==> config.mk <==
export PLATFORM = sky130hd
export DESIGN_NAME = key_press_encoder_flat
export DESIGN_NICKNAME = d
export VERILOG_FILES = /design/src/rtl/key_press_encoder_pkg.sv /design/src/rtl/key_press_encoder_if.sv /design/src/rtl/key_press_encoder_debouncer.sv /design/src/rtl/key_press_encoder.sv /design/src/flat_wrapper.sv
export SDC_FILE = /design/constraint.sdc
export NUM_CORES = 1
export LEC_CHECK = 0
export CAP_MARGIN = 20
export CELL_PAD_IN_SITES_DETAIL_PLACEMENT = 1
export CELL_PAD_IN_SITES_GLOBAL_PLACEMENT = 2
export CORE_AREA = 2 2 98 72
export CTS_BUF_LIST = sky130_fd_sc_hd__clkbuf_8
export DETAILED_ROUTE_END_ITERATION = 10
export DIE_AREA = 0 0 100 74
export PLACE_DENSITY = 0.74
export SLEW_MARGIN = 25
export SYNTH_ARGS = -nofsm -noshare
export SYNTH_HDL_FRONTEND = slang
export SYNTH_SLANG_ARGS = --single-unit
export TNS_END_PERCENT = 30
==> constraint.sdc <==
create_clock -name clk -period 4.6 [get_ports clk]
set_input_delay 0.46 -clock clk [delete_from_list [all_inputs] [get_ports clk]]
set_output_delay 0.46 -clock clk [all_outputs]
set_load 0.05 [all_outputs]
==> src/rtl/key_press_encoder_pkg.sv <==
// Shared definitions for the Simon Says button path: key count, code width,
// key index constants used by both this encoder and the display decoder,
// and the encoder FSM state encoding.
package simon_pkg;

  localparam int NUM_KEYS = 6;
  localparam int CODE_W   = 3;

  localparam logic [CODE_W-1:0] KEY_0 = 3'd0;
  localparam logic [CODE_W-1:0] KEY_1 = 3'd1;
  localparam logic [CODE_W-1:0] KEY_2 = 3'd2;
  localparam logic [CODE_W-1:0] KEY_3 = 3'd3;
  localparam logic [CODE_W-1:0] KEY_4 = 3'd4;
  localparam logic [CODE_W-1:0] KEY_5 = 3'd5;

  typedef enum logic [1:0] {
    ARM  = 2'd0,
    IDLE = 2'd1,
    HELD = 2'd2
  } state_e;

endpackage

==> src/rtl/key_press_encoder_if.sv <==
// Key code handshake towards the game FSM, plus the status flags that
// travel alongside it.
interface key_press_encoder_if #(
  parameter int CODE_W = 3
);
  logic [CODE_W-1:0] key_code;
  logic              key_valid;
  logic              key_ready;
  logic              key_held;
  logic              overrun;

  modport master (
    output key_code,
    output key_valid,
    output key_held,
    output overrun,
    input  key_ready
  );

  modport slave (
    input  key_code,
    input  key_valid,
    input  key_held,
    input  overrun,
    output key_ready
  );
endinterface

==> src/rtl/key_press_encoder_debouncer.sv <==
// Two-flop synchroniser and shared-counter debouncer for the active-low
// button vector. db only follows the synchronised level once it has been
// stable for DEBOUNCE_CYCLES consecutive cycles; settled_o reports that the
// counter is saturated, i.e. db currently mirrors the synchronised input.
module key_debouncer #(
  parameter int NUM_KEYS        = 6,
  parameter int DEBOUNCE_CYCLES = 500000,
  parameter int CNT_W           = 20
) (
  input  logic                clk,
  input  logic                rst_n,
  input  logic [NUM_KEYS-1:0] key_n_i,
  output logic [NUM_KEYS-1:0] db_o,
  output logic                settled_o
);

  localparam logic [CNT_W-1:0] CNT_MAX  = CNT_W'(DEBOUNCE_CYCLES);
  localparam logic [CNT_W-1:0] CNT_ONE  = {{(CNT_W-1){1'b0}}, 1'b1};
  localparam logic [CNT_W-1:0] CNT_ZERO = {CNT_W{1'b0}};

  logic [NUM_KEYS-1:0] sync1_q;
  logic [NUM_KEYS-1:0] sync2_q;
  logic [NUM_KEYS-1:0] db_q, db_d;
  logic [CNT_W-1:0]    cnt_q, cnt_d;
  logic [NUM_KEYS-1:0] s_s;

  // sync1_q is the value s takes after the next edge, so a mismatch with
  // sync2_q means s changes on that edge and the stability count restarts.
  assign s_s = ~sync2_q;

  // Stability counter and the debounced level it gates.
  always_comb begin
    cnt_d = cnt_q;
    db_d  = db_q;
    if (sync1_q != sync2_q) begin
      cnt_d = CNT_ZERO;
    end else if (cnt_q != CNT_MAX) begin
      cnt_d = cnt_q + CNT_ONE;
    end else begin
      cnt_d = cnt_q;
    end
    if ((cnt_q != CNT_MAX) && (cnt_d == CNT_MAX)) begin
      db_d = s_s;
    end else begin
      db_d = db_q;
    end
  end

  // Synchroniser, counter and debounced-vector registers.
  always_ff @(posedge clk or negedge rst_n) begin
    if (!rst_n) begin
      sync1_q <= {NUM_KEYS{1'b0}};
      sync2_q <= {NUM_KEYS{1'b0}};
      cnt_q   <= CNT_ZERO;
      db_q    <= {NUM_KEYS{1'b0}};
    end else begin
      sync1_q <= key_n_i;
      sync2_q <= sync1_q;
      cnt_q   <= cnt_d;
      db_q    <= db_d;
    end
  end

  assign db_o      = db_q;
  assign settled_o = (cnt_q == CNT_MAX);

endmodule

==> src/rtl/key_press_encoder.sv <==
// Turns debounced Simon Says buttons into one key index per clean press,
// delivered through a single-entry valid/ready slot. Chords produce nothing;
// a press arriving while the slot is still full is dropped and flagged.
module key_press_encoder #(
  parameter int NUM_KEYS        = simon_pkg::NUM_KEYS,
  parameter int CODE_W          = simon_pkg::CODE_W,
  parameter int DEBOUNCE_CYCLES = 500000,
  parameter int CNT_W           = 20
) (
  input  logic                clk,
  input  logic                rst_n,
  input  logic [NUM_KEYS-1:0] key_n,
  key_press_encoder_if.master key_if
);

  import simon_pkg::*;

  // True when exactly one bit of v is set.
  function automatic logic is_onehot(input logic [NUM_KEYS-1:0] v);
    logic seen;
    logic multi;
    seen  = 1'b0;
    multi = 1'b0;
    for (int i = 0; i < NUM_KEYS; i++) begin
      if (v[i]) begin
        multi = multi | seen;
        seen  = 1'b1;
      end
    end
    return seen & ~multi;
  endfunction

  // Index of the (highest) set bit of v.
  function automatic logic [CODE_W-1:0] key_index(input logic [NUM_KEYS-1:0] v);
    logic [CODE_W-1:0] idx;
    idx = {CODE_W{1'b0}};
    for (int i = 0; i < NUM_KEYS; i++) begin
      if (v[i]) begin
        idx = CODE_W'(i);
      end
    end
    return idx;
  endfunction

  logic [NUM_KEYS-1:0] db_s;
  logic                settled_s;
  logic                emit_s;
  logic                accept_s;

  state_e              state_q, state_d;
  logic [CODE_W-1:0]   code_q, code_d;
  logic                valid_q, valid_d;
  logic                overrun_q, overrun_d;
  logic                held_q;

  key_debouncer #(
    .NUM_KEYS        (NUM_KEYS),
    .DEBOUNCE_CYCLES (DEBOUNCE_CYCLES),
    .CNT_W           (CNT_W)
  ) u_debouncer (
    .clk       (clk),
    .rst_n     (rst_n),
    .key_n_i   (key_n),
    .db_o      (db_s),
    .settled_o (settled_s)
  );

  // Press tracking. db is cleared by reset before the debouncer has seen the
  // buttons, so ARM also waits for the counter to settle: otherwise a key
  // held through reset would look like a fresh press once debounced.
  always_comb begin
    state_d = state_q;
    emit_s  = 1'b0;
    case (state_q)
      ARM: begin
        if (settled_s && (db_s == {NUM_KEYS{1'b0}})) begin
          state_d = IDLE;
        end else begin
          state_d = ARM;
        end
      end
      IDLE: begin
        if (db_s != {NUM_KEYS{1'b0}}) begin
          state_d = HELD;
          emit_s  = is_onehot(db_s);
        end else begin
          state_d = IDLE;
        end
      end
      HELD: begin
        if (db_s == {NUM_KEYS{1'b0}}) begin
          state_d = IDLE;
        end else begin
          state_d = HELD;
        end
      end
      default: begin
        state_d = ARM;
      end
    endcase
  end

  // Single-entry output slot; an accept on the emit cycle frees room for it.
  always_comb begin
    accept_s  = valid_q & key_if.key_ready;
    code_d    = code_q;
    valid_d   = valid_q;
    overrun_d = 1'b0;
    if (emit_s) begin
      if (!valid_q || accept_s) begin
        code_d  = key_index(db_s);
        valid_d = 1'b1;
      end else begin
        overrun_d = 1'b1;
      end
    end else if (accept_s) begin
      valid_d = 1'b0;
    end else begin
      valid_d = valid_q;
    end
  end

  // State and registered outputs.
  always_ff @(posedge clk or negedge rst_n) begin
    if (!rst_n) begin
      state_q   <= ARM;
      code_q    <= {CODE_W{1'b0}};
      valid_q   <= 1'b0;
      overrun_q <= 1'b0;
      held_q    <= 1'b0;
    end else begin
      state_q   <= state_d;
      code_q    <= code_d;
      valid_q   <= valid_d;
      overrun_q <= overrun_d;
      held_q    <= |db_s;
    end
  end

  assign key_if.key_code  = code_q;
  assign key_if.key_valid = valid_q;
  assign key_if.overrun   = overrun_q;
  assign key_if.key_held  = held_q;

endmodule

==> src/flat_wrapper.sv <==
// flat-port wrapper written by rule: the top's interface ports become plain ports
module key_press_encoder_flat import simon_pkg::*;
#(
  parameter int NUM_KEYS        = simon_pkg::NUM_KEYS,
  parameter int CODE_W          = simon_pkg::CODE_W,
  parameter int DEBOUNCE_CYCLES = 500000,
  parameter int CNT_W           = 20
)
  (clk, rst_n, key_n, key_if_key_code, key_if_key_valid, key_if_key_held, key_if_overrun, key_if_key_ready);
  key_press_encoder_if #(.CODE_W(CODE_W)) key_if_i ();
  input  logic clk;
  input  logic rst_n;
  input  logic [NUM_KEYS-1:0] key_n;
  output wire logic [$bits(key_if_i.key_code)-1:0] key_if_key_code;
  output wire logic [$bits(key_if_i.key_valid)-1:0] key_if_key_valid;
  output wire logic [$bits(key_if_i.key_held)-1:0] key_if_key_held;
  output wire logic [$bits(key_if_i.overrun)-1:0] key_if_overrun;
  input wire logic [$bits(key_if_i.key_ready)-1:0] key_if_key_ready;
  assign key_if_key_code = key_if_i.key_code;
  assign key_if_key_valid = key_if_i.key_valid;
  assign key_if_key_held = key_if_i.key_held;
  assign key_if_overrun = key_if_i.overrun;
  assign key_if_i.key_ready = key_if_key_ready;
  key_press_encoder #(.NUM_KEYS(NUM_KEYS), .CODE_W(CODE_W), .DEBOUNCE_CYCLES(DEBOUNCE_CYCLES), .CNT_W(CNT_W)) u_core (.clk(clk), .rst_n(rst_n), .key_n(key_n), .key_if(key_if_i));
endmodule
==> impl_metrics.ini, run 1 <==
[route]
drt_pass1_iterations = 4
drtIter0Drc = 76
wl_per_cell_um = 15.6
num_vias = 1513
wl_mm = 4.80
drc = 0
vias_per_cell = 4.91
drtAntennaViolNets = 0

[global_route]
grt_pass1_vias = 1600
grt_max_degree = 47
grt_pass1_wl_mm = 8.40
antenna_found_initial = 0
grtUsageTotal = 0.151
overflow = 0

[clock_network]
htree_levels = 2
insertion_delay_ns = 0.31
ctsResizeCount = 0
path_clk_slew_ns = 0.09
cts_sinks = 46
cts_tree = built
postCtsSetupBuffers = 0
root_buffer = clkbuf_8
cts_buffers = 5
clock_path_buffers = 2
postCtsHoldBufs = 0

[power_and_ir_drop]
vdd_drop_max_uv = 149
leakagePower_nw = 0.999
power_density_nw_per_um2 = 277

[layout]
diodes = 0
stdcell_area_um2 = 2510
areaGrowthSynthToFinish_pct = 13.8
nNetsFinal = 237
drive_gt1_frac = 0.0837

[synth]
synth-seq-cells = 46
synth.top_cells.by_area = dfrtp_1 (52%), xor2_1 (5.6%), xnor2_1 (4.8%)
yosysTopAreaCell = dfrtp_1
synth_warnings = 0
synth.cell_area_um2 = 2200
yosysSeqAreaShare = 0.523
synth_top_area_share = 0.523
ys_types = 35
post-synth-top-count-cell = dfrtp_1
synthCells = 211
yosys-top-cells-count = dfrtp_1 (46), nor2_1 (26), inv_1 (14), xor2_1 (14), xnor2_1 (12)
synth_edf_count = 0
synth_area_per_cell_um2 = 10.4
ys_async_sr_fraction = 1.00
synth_fp_nets = 222
synthFlopType = dfrtp_1

[worst_setup_path]
crit_path_start_kind = register
r2r_start = u_core.u_debouncer.sync2_q[2]$_DFF_PN0_
cp-end-kind = register
critPathRequiredTime_ns = 4.83
critPathArrivalTime_ns = 3.30
startpoint = u_core.u_debouncer.sync2_q[2]$_DFF_PN0_
crit_fanout = 23
crit_type = reg -> reg

[die]
ioPinCount = 15
die_area_um2 = 7400
core_region_area_um2 = 6510
die_x_um = 100
start_util = 0.338
fp.dieH_um = 74
num_rows = 25

[placement]
gp_congestion = 0.706
dpl_cell_area_um2 = 2410
dp_hpwl_mm = 3.49
numPortBuffers = 14

[timing]
worstMarginPinSlew_ns = 0.950
slew_headroom = 0.365
rsz0062_at_grt = no
hold_viol = 0
max_clock_freq_ghz = 0.325
fin_crit_ns = 3.08
final.setup_skew_ns = 0.00623
finalSetupTns_ns = 0
slew_violations = 0
timing.final.crit_share = 0.669
setup_viol = 0

[status]
status = finished clean

[hold_path]
min_path_type = in -> async

[job]
max_cap_violations = 0
worst max-delay path: stages, from the launching register on:
cell and delay (ns):
dfrtp_1 0.40, xor2_1 0.16, nor4_1 0.28, nand3_1 0.71
nor3_1 0.42, nand4b_1 0.20, nor4_4 0.58, mux2i_1 0.25
layout by cell type, fill, tap and decap left out, types with 2 or more instances in the layout:
cell | Yosys | layout
o21ai_0 | 7 | 7
clkbuf_8 | 0 | 5
nand2b_1 | 2 | 2
xor2_1 | 14 | 14
nor2_1 | 26 | 26
or3_1 | 5 | 5
xnor2_1 | 12 | 12
nand4_1 | 6 | 6
nor2b_1 | 6 | 6
clkdlybuf4s50_1 | 0 | 13
or3b_2 | 2 | 2
nor3_1 | 7 | 7
nor4_1 | 5 | 5
and4_1 | 2 | 2
nand2_1 | 10 | 10
dfrtp_1 | 46 | 46
inv_1 | 14 | 14
mux2i_1 | 9 | 9
a211oi_1 | 2 | 2
or2_2 | 3 | 3
nand3_1 | 8 | 8
ha_1 | 2 | 2
a21oi_1 | 5 | 5
nor4b_1 | 2 | 2
worst paths after layout:
kind	to	slack [ns]	cells after the start
worst max-delay path	u_core.u_debouncer.db_o[1]$_DFFE_PN0P_	1.52	7
max in group asynchronous	u_core.u_debouncer.cnt_q[5]$_DFF_PN0_	4.07	1
min in group clk	u_core.u_debouncer.sync2_q[2]$_DFF_PN0_	0.40	0
worst min-delay path	u_core.u_debouncer.cnt_q[8]$_DFF_PN0_	0.15	1
worst max register to register	u_core.u_debouncer.db_o[1]$_DFFE_PN0P_	1.52	7
worst min register to register	u_core.u_debouncer.sync2_q[2]$_DFF_PN0_	0.40	0
through the flow:
| step | cells | setup slack [ns] | total power [mW] | utilization | hold slack (ns) |
|---|---|---|---|---|---|
| after detailed placement | 300 | 1.53 | 0.444 | 0.371 | 0.382 |
| final | 308 | 1.52 | 0.694 | 0.385 | 0.145 |
| after CTS | 308 | 1.46 | 0.711 | 0.385 | 0.156 |
| after global placement | 300 | 1.63 | 0.444 | 0.370 | 0.377 |
| after floorplan | 211 | 2.10 | 0.427 | - | 0.164 |
| after global routing | 308 | 1.20 | 0.734 | 0.385 | 0.177 |
area by class of cell:
class,instances,area (µm²)
Fill cell,724,4000
Clock inverter,3,25.0
Clock buffer,5,68.8
Multi-Input combinational cell,145,970
Inverter,14,52.6
Timing Repair Buffer,14,138
Tap cell,81,101
Sequential cell,46,1150
cells by family (layout without fill, tap and decap cells):
logic type | count (synthesis) | after routing | synth area share
compound gates | 20 | 20 | 0.0602
mux | 10 | 10 | 0.0460
buf+inv | 20 | 36 | 0.0369
xor+xnor | 26 | 26 | 0.103
flops | 46 | 46 | 0.523
fa+ha+maj | 2 | 2 | 0.0114
simple gates | 87 | 87 | 0.219
per-layer routing:
layer  vias to the layer above  global-route usage  wire, µm
li1                        748                   -         -
met1                       741               0.231      2600
met2                        17               0.208      2000
met3                         7              0.0338       134
met4                         0              0.0548        67
met5                         -                   0         0
report_power, final:
| part | total [mW] | internal, mW | switching (mW) |
|---|---|---|---|
| Combinational | 0.0209 | 0.00926 | 0.0117 |
| Sequential | 0.414 | 0.410 | 0.00445 |
| Clock | 0.259 | 0.110 | 0.149 |
registers in the layout, summed over array words and instances (netlist names):
signal                      flops
u_core.u_debouncer.cnt_q       20
u_core.u_debouncer.sync2_q      6
u_core.key_if.key_code          3
u_core.key_if.overrun           1
u_core.u_debouncer.sync1_q      6
u_core.key_if.key_valid         1
u_core.state_q                  2
u_core.u_debouncer.db_o         6
u_core.key_if.key_held          1
(Power assumes the default switching activity.)
==> run 2: changes to the inputs <==
- PLACE_DENSITY: 0.74 -> 0.77
- clock period: 4.6 -> 2.59 ns (I/O delays scaled with it)
==> run 2 against run 1 <==
Net effect:
- fmax is 25% higher
- critical path type unchanged
- critical path depth is 1 higher
- design area is 9.5% higher
- wire length is 8.7% higher
- worst setup slack worse by 1.4 ns
- via count is 8.7% higher
- highest routed layer unchanged
- critical endpoint is now u_core.u_debouncer.db_o[5]$_DFFE_PN0P_
- first-iteration DRC count is 11% lower
- die area stayed put
- non-clock buffer count is 24 higher
==> impl_metrics.ini, run 2 (synthesized netlist as in run 1, its figures left out) <==
[power_and_ir_drop]
fin_total_pwr_mw = 1.25
vdd_drop_max_uv = 234
power_density_nw_per_um2 = 455
leakagePower_nw = 1.12

[route]
wl_mm = 5.21
drtAntennaViolNets = 0
drtIter0Drc = 68
vias_per_cell = 4.95
wl_per_cell_um = 15.7
num_vias = 1644
drt_pass1_iterations = 4
drc = 0

[hold_path]
hold_path_depth = 1
min_path_type = in -> reg
hold_path.startpoint = key_n[4]
min_to = u_core.u_debouncer.sync1_q[4]$_DFF_PN0_

[timing]
slew_headroom = 0.646
setup_viol = 0
finalSetupTns_ns = 0
slew_violations = 0
fin_crit_ns = 2.46
fin_ws_ns = 0.128
timing.final.crit_share = 0.951
max_clock_freq_ghz = 0.406
hold_viol = 0
final.setup_skew_ns = 0.00241
worstMarginPinSlew_ns = 0.531
whs_ns = 0.383

[die]
num_rows = 25
core_region_area_um2 = 6510
fp.dieH_um = 74
die_x_um = 100
start_util = 0.338
die_area_um2 = 7400
ioPinCount = 15

[layout]
mostFrequentLayoutCells = dfrtp_1 (43), nor2_1 (26), buf_4 (22)
nNetsFinal = 261
largest_reg_flops = 20
fin_cells = 332
top_register = u_core.u_debouncer.cnt_q
multiInputGateArea_um2 = 1010
fill_cells = 745
areaGrowthSynthToFinish_pct = 24.6
final_common_cell = dfrtp_1
diodes = 0
ff_latch_area_um2 = 1150
drive_gt1_frac = 0.207

[worst_setup_path]
crit_type = reg -> reg
crit_fanout = 7
reg2reg_slack_ns = 0.13
cp_cell_sequence = nand4_1 > or2_2 > or3_1 > a21oi_2 > o2111ai_2 > nor4_4 > buf_4 > mux2i_1
cp-end-kind = register
critPathRequiredTime_ns = 2.82
critPathArrivalTime_ns = 2.69
cpPeakStageDelay_ns = 0.55
r2r-end = u_core.u_debouncer.db_o[5]$_DFFE_PN0P_
cp_slowest_cell = dfrtp_1
r2r_start = u_core.u_debouncer.cnt_q[12]$_DFF_PN0_
worst_r2r_path_depth = 8
cp_top_family = simple AND/OR/NAND/NOR gates
crit_path_start_kind = register
crit_buf_inv = 1

[placement]
dp_hpwl_mm = 3.81
post-place-ws_ns = 0.165
gp_congestion = 0.805
numPortBuffers = 14
dp.cells = 319

[global_route]
antenna_found_initial = 0
grtUsageTotal = 0.152
grt_max_degree = 25
grt_pass1_wl_mm = 8.62
grt_pass1_vias = 1652
overflow = 0

[clock_network]
cts_tree = built
cts_sinks = 46
insertion_delay_ns = 0.30
clock_path_buffers = 2
path_clk_slew_ns = 0.09
htree_levels = 2
root_buffer = clkbuf_8
cts_buffers = 5

[job]
max_cap_violations = 0

[status]
status = finished clean
-- run 2: cell types whose count changed in the layout (fill, tap and decap cells not counted), sizes merged --
| cell | before | now |
|---|---|---|
| dlygate4sd3 | 0 | 1 |
| buf | 1 | 24 |
-- run 2: area by class of cell --
cell class	count	area share
inverter	14	0.0192
timing repair buffer	38	0.120
sequential	46	0.421
multi-input combinational	145	0.368
clock inverter	3	0.00912
tap	81	0.0369
clock buffer	5	0.0251
-- run 2: worst max path at each step --
| stage | start | end | slack (ns) | depth (start not counted) |
|---|---|---|---|---|
| finish | u_core.u_debouncer.cnt_q[12]$_DFF_PN0_ | u_core.u_debouncer.db_o[5]$_DFFE_PN0P_ | 0.13 | 8 |
| global route | u_core.u_debouncer.cnt_q[12]$_DFF_PN0_ | u_core.u_debouncer.db_o[2]$_DFFE_PN0P_ | -0.05 | 8 |
| CTS | u_core.u_debouncer.cnt_q[7]$_DFF_PN0_ | u_core.u_debouncer.db_o[5]$_DFFE_PN0P_ | 0.14 | 9 |
| detailed placement | u_core.u_debouncer.cnt_q[7]$_DFF_PN0_ | u_core.u_debouncer.db_o[5]$_DFFE_PN0P_ | 0.17 | 9 |
| global placement | u_core.u_debouncer.cnt_q[7]$_DFF_PN0_ | u_core.u_debouncer.db_o[3]$_DFFE_PN0P_ | 0.20 | 9 |
| floorplan | u_core.u_debouncer.cnt_q[1]$_DFF_PN0_ | u_core.u_debouncer.db_o[0]$_DFFE_PN0P_ | 0.09 | 8 |
-- run 2: power by group --
part	total, mW	switching, mW	internal (mW)
Combinational	0.0451	0.0248	0.0203
Clock	0.468	0.273	0.195
Sequential	0.735	0.00732	0.727
Total	1.25	0.305	0.943
-- run 2: worst reg2reg max path: cells and delay by family (launching register included) --
family                 cells  cell delay (ns)
buffers and inverters      1             0.20
AOI/OAI and AO/OA          2             0.36
DFF                        1             0.55
and+or+nand+nor            4             1.09
muxes                      1             0.20
-- run 2: layer usage --
layer  track usage  vias to the layer above  wire, µm
met2         0.210                       26      2140
met3        0.0348                        4       161
met5             0                        -         0
li1              -                      794         -
met1         0.238                      820      2870
met4        0.0411                        0        35
-- run 2: per-stage QoR --
step           cell area, µm²   util
6_report                 2740  0.422
5_1_grt                  2740  0.422
3_3_place_gp             2560  0.394
2_1_floorplan            2200      -
3_5_place_dp             2560  0.394
4_1_cts                  2670  0.410
-- run 2: what timing repair did --
action | 4_1_cts | 5_1_grt
endpoints found under the hold margin | 22 | 0
resized for setup | 0 | 10
endpoints found under the setup margin | 0 | 6
setup buffers | 0 | 4
hold buffers | 1 | 0
